File: src/rtl/load_store_unit.sv
// Load/store unit: aligns core byte/half/word accesses onto a word-wide
// data memory, doing read-modify-write for sub-word stores.
module load_store_unit #(
  parameter int MEM_WORDS = 64
) (
  input  logic        clk,
  input  logic        reset,
  input  logic        req_valid,
  output logic        req_ready,
  input  logic        req_write,
  input  logic [1:0]  req_size,
  input  logic        req_unsigned,
  input  logic [31:0] req_addr,
  input  logic [31:0] req_wdata,
  output logic        resp_valid,
  output logic [31:0] resp_rdata,
  output logic        resp_error,
  output logic [31:0] mem_addr,
  output logic [31:0] mem_write_data,
  output logic        mem_write_enable,
  input  logic [31:0] mem_read_data
);

  typedef enum logic [2:0] {
    IDLE, LOAD, READ, WRITE, RESP
  } state_t;

  state_t      state;
  logic [31:0] addr_q;
  logic [31:0] word_q;
  logic [1:0]  size_q;
  logic        uns_q;

  logic        accept;
  logic        misalign;
  logic        oor;
  logic        err_in;
  logic [7:0]  lane_b;
  logic [15:0] lane_h;
  logic [31:0] ld_val;
  logic [31:0] merged;

  assign req_ready = (state == IDLE);
  assign accept    = req_valid && req_ready;

  assign misalign = (req_size == 2'b01 && req_addr[0])
                 || (req_size == 2'b10 && req_addr[1:0] != 2'b00);
  assign oor      = (req_addr[31:2] >= 30'(MEM_WORDS));
  assign err_in   = misalign || oor || (req_size == 2'b11);

  assign mem_addr = (state == IDLE) ? 32'h0
                                    : {addr_q[31:2], 2'b00};
  assign mem_write_data   = word_q;
  // Reset gates the strobe so an interrupted store never lands.
  assign mem_write_enable = (state == WRITE) && !reset;

  always_comb begin
    lane_b = mem_read_data[{addr_q[1:0], 3'b000} +: 8];
    lane_h = mem_read_data[{addr_q[1], 4'b0000} +: 16];
    ld_val = mem_read_data;
    unique case (size_q)
      2'b00:   ld_val = {{24{~uns_q & lane_b[7]}}, lane_b};
      2'b01:   ld_val = {{16{~uns_q & lane_h[15]}}, lane_h};
      default: ld_val = mem_read_data;
    endcase
  end

  always_comb begin
    merged = mem_read_data;
    if (size_q == 2'b00)
      merged[{addr_q[1:0], 3'b000} +: 8] = word_q[7:0];
    else
      merged[{addr_q[1], 4'b0000} +: 16] = word_q[15:0];
  end

  always_ff @(posedge clk) begin
    if (reset) begin
      state      <= IDLE;
      resp_valid <= 1'b0;
      resp_rdata <= 32'h0;
      resp_error <= 1'b0;
      addr_q     <= 32'h0;
      word_q     <= 32'h0;
      size_q     <= 2'b00;
      uns_q      <= 1'b0;
    end else begin
      resp_valid <= 1'b0;
      unique case (state)
        IDLE: begin
          if (accept) begin
            addr_q <= req_addr;
            word_q <= req_wdata;
            size_q <= req_size;
            uns_q  <= req_unsigned;
            unique case (1'b1)
              err_in: begin
                state      <= RESP;
                resp_valid <= 1'b1;
                resp_error <= 1'b1;
                resp_rdata <= 32'h0;
              end
              !err_in && !req_write:
                state <= LOAD;
              !err_in && req_write && req_size == 2'b10:
                state <= WRITE;
              !err_in && req_write && req_size != 2'b10:
                state <= READ;
            endcase
          end
        end
        LOAD: begin
          state      <= RESP;
          resp_valid <= 1'b1;
          resp_rdata <= ld_val;
          resp_error <= 1'b0;
        end
        READ: begin
          word_q <= merged;
          state  <= WRITE;
        end
        WRITE: begin
          state      <= RESP;
          resp_valid <= 1'b1;
          resp_rdata <= 32'h0;
          resp_error <= 1'b0;
        end
        RESP:    state <= IDLE;
        default: state <= IDLE;
      endcase
    end
  end

endmodule

File: config.mk
export PLATFORM = sky130hd
export DESIGN_NAME = load_store_unit
export DESIGN_NICKNAME = d
export VERILOG_FILES = /design/src/rtl/load_store_unit.sv
export SDC_FILE = /design/constraint.sdc
export NUM_CORES = 1
export LEC_CHECK = 0
export ABC_AREA = 1
export ABC_CLOCK_PERIOD_IN_PS = 2400
export CAP_MARGIN = 10
export CELL_PAD_IN_SITES_DETAIL_PLACEMENT = 1
export CELL_PAD_IN_SITES_GLOBAL_PLACEMENT = 1
export CORE_MARGIN = 2
export CORE_UTILIZATION = 31
export DETAILED_ROUTE_END_ITERATION = 7
export GPL_TIMING_DRIVEN = 0
export PLACE_DENSITY_LB_ADDON = 0.1
export SETUP_SLACK_MARGIN = 0.4
export SLEW_MARGIN = 20
export SYNTH_ARGS = -nofsm -noshare
export SYNTH_HDL_FRONTEND = slang
export SYNTH_SLANG_ARGS = --single-unit
File: constraint.sdc
create_clock -name clk -period 2.4 [get_ports clk]
set_input_delay 0.72 -clock clk [delete_from_list [all_inputs] [get_ports clk]]
set_output_delay 0.72 -clock clk [all_outputs]
set_load 0.01 [all_outputs]
==> results.yml <==
critical_path:
  critPathBufInv: 3
  start_kind: "flip-flop"
  rr_worst_depth: 11
  cp_top_family: "buffers and inverters"
  r2r_slack_ns: 0.51
  slowest_stage: "dfxtp_4"
  arrival_ns: 1.42
  crit_chain: "nor2_4 -> nand2_8 -> clkinv_8 -> clkbuf_16 -> nor2_1 -> buf_2"
  worstSetupPathType: "reg -> out"
  r2r_end: "mem_write_data[13]$_SDFFE_PP0P_"
  cp-end-kind: "primary output"
  cp.required_ns: 1.68
  cpPeakStageDelay_ns: 0.37
  r2r_start: "addr_q[0]$_SDFFE_PP0P_"
  crit_fanout: 5
finish:
  nNetsFinal: 1255
  drive_above_1_share_pct: 21.5
  synthToLayoutAreaGrowth_pct: 60.6
  final_core_util_pct: 50.4
  final_common_cell: "nand2_1"
  fillCellCount: 2339
  n_antenna_cell: 0
  final_cell_mix: "nand2_1 (160), clkdlybuf4s50_1 (129), a21oi_1 (121)"
logic_synthesis:
  ys_seq_elements: 104
  ys_seq_area_share_pct: 35.7
  syn_area_per_cell_um2: 6.50
  synth_top_family_by_area: "compound AO/OA/AOI/OAI gates"
  syn_area_mm2: 0.00583
  synth_adder_area_share_pct: 1.07
  synthMuxAreaShare_pct: 0
  synth-simple-area-share_pct: 24.9
  synth_compound_area_share_pct: 26.2
  synthFlopType: "dfxtp_1"
  synth_edf_count: 0
  async_reset_ff_share_pct: 0
  synth-xor-area-share_pct: 0
  yosys_warnings: 0
  synth.distinct_cells: 37
  netlist_instances: 897
placed_design:
  hpwl_um: 19700
  dp_slack_ns: -0.525
  place.port_buffers: 200
  gp_routability_congestion: 0.871
power_and_ir_drop:
  leakage_nw: 4.07
  swShare_pct: 31.0
  p_int_mw: 3.19
  power.switching_mw: 1.43
  seqPwrFrac_pct: 41.0
  power.density_mw_per_mm2: 493
  p_clk_share_pct: 33.4
  vdd_drop_max_mv: 0.346
  pwr-share-comb_pct: 25.7
floorplanning:
  rows: 50
  initial_core_util_pct: 31.4
  ios: 203
  core-area_mm2: 0.0186
  die-area_mm2: 0.0199
  die_h_um: 141
  die_w_um: 141
clock_network:
  insertion_delay_ns: 0.36
  cts_max_level: 3
  clockBufferDepth: 2
  cts_tree: "yes"
  clock-sinks: 104
  postCtsHoldBufs: 0
  clk_pin_slew_ns: 0.07
  numCtsBuffers: 9
  clockRootBuffer: "clkbuf_16"
sta:
  final_max_slew_viol_count: 0
  fin_ws_ns: 0.261
  fin_crit_sh_pct: 89.1
  timing.fmax_mhz: 468
  grt_setup_unrepaired: "yes"
  setup_viol: 0
  fin_crit_ns: 2.14
  slew_headroom_pct: 52.2
  tightest_slew_ns: 0.717
  hold_viol: 0
  skew_ns: 0.00598
grt:
  antenna_found_initial: 0
  overflow: 0
  track_usage_pct: 25.4
  grt_max_degree: 16
  grt_pass1_wl_um: 39100
  grt_pass1_vias: 6867
drt:
  via_per_inst: 5.14
  drc: 0
  routedWlPerCell_um: 19.4
  ant_nets: 0
  drt_iter0_markers: 458
  drt-total-wl_um: 26800
  num_vias: 7112
  dr.pass1.iters: 5
min_path:
  min-delay-start: "addr_q[2]$_SDFFE_PP0P_"
  hp-class: "reg -> reg"
  hold_path_depth: 2
  hold-path-endpoint: "addr_q[2]$_SDFFE_PP0P_"
status:
  status: "completed"
run:
  cap_violations: 0
Yosys cell counts (4+ instances only):
cell type	count	area [um2]
a21oi_1	130	651
a31oi_1	8	50.1
buf_2	12	60.1
buf_4	4	30.0
buf_6	4	45.0
clkbuf_1	35	131
dfxtp_1	104	2080
ha_1	5	62.6
inv_1	101	379
inv_2	7	26.3
nand2_1	166	623
nand2_2	7	43.8
nand3_1	58	290
nor2_1	80	300
nor2_4	6	67.6
o211ai_1	13	97.6
o21ai_0	102	510
o21ai_1	7	35.0
o22ai_1	18	113
or2_2	5	31.3
cells by family (layout without fill, tap and decap cells):
kind of cell	after synthesis	in the layout
other cells	1	2
fa+ha+maj	5	5
flops	104	104
compound gates	285	285
buf+inv	169	421
simple gates	333	334
flip-flops by register name, indices dropped and copies added (netlist names):
| signal | flops |
|---|---|
| addr_q | 32 |
| mem_write_data | 32 |
| resp_error | 1 |
| resp_valid | 1 |
| state | 3 |
| uns_q | 1 |
| size_q | 2 |
| resp_rdata | 32 |
per-layer routing:
layer / vias to the layer above / wire, um / global-route usage (%)
met4: 0 / 382 / 6.32
li1: 3456 / - / -
met2: 233 / 12800 / 41.4
met5: - / 0 / 0
met3: 25 / 1480 / 3.53
met1: 3398 / 12100 / 35.5
power groups by stage:
stage,logic [mW],clock network (mW),registers (mW)
final,1.18,1.54,1.89
after detailed placement,0.998,0,1.93
after global placement,0.987,0,1.93
after CTS,1.06,1.56,1.89
after global routing,1.28,1.63,1.90
after floorplan,0.489,0,1.92
area by class of cell:
class                           instances  area (um2)  area share, %
Buffer                                 58         424           4.53
Clock buffer                           12         246           2.63
Timing Repair inverter                  1        6.26         0.0668
Sequential cell                       104        2110           22.6
Timing Repair Buffer                  236        2380           25.4
Inverter                              111         449           4.80
Clock inverter                          3        42.5          0.455
Tap cell                              234         293           3.13
Multi-Input combinational cell        626        3410           36.4
how the worst max path moves through the flow:
stage,from,endpoint,slack (ns),cells after the start
2_1_floorplan,reset,mem_write_enable,0.48,2
3_3_place_gp,reset,mem_write_enable,-0.51,4
3_5_place_dp,reset,mem_write_enable,-0.52,4
4_1_cts,reset,mem_write_enable,0.29,4
5_1_grt,state[2]$_SDFFE_PP0P_,mem_addr[26],0.23,6
6_report,state[2]$_SDFFE_PP0P_,mem_addr[17],0.26,6
tightest hold or removal path, stage by stage, from the launching register on:
cell and delay [ns]:
dfxtp_1 0.30, inv_1 0.06, a21oi_1 0.06
what timing repair did:
action / in CTS / in global routing
buffers inserted: 8 / 21
pin swaps: 2 / 34
gates cloned: 4 / 5
endpoints found under the setup margin: 129 / 127
gates resized for setup: 261 / 121
metrics by stage:
step                      instances  power [mW]  instance area (um2)  TNS, ns  hold WS (ns)
after floorplan                 898        2.41                 5830        0         0.430
after global placement         1332        2.91                 8130   -10.17         0.441
after detailed placement       1332        2.92                 8130   -12.21         0.448
after CTS                      1359        4.51                 8770        0         0.464
after global routing           1385        4.81                 9360        0         0.496
final                          1385        4.62                 9360        0         0.465
Note: power is estimated with default switching activity, not from simulation.
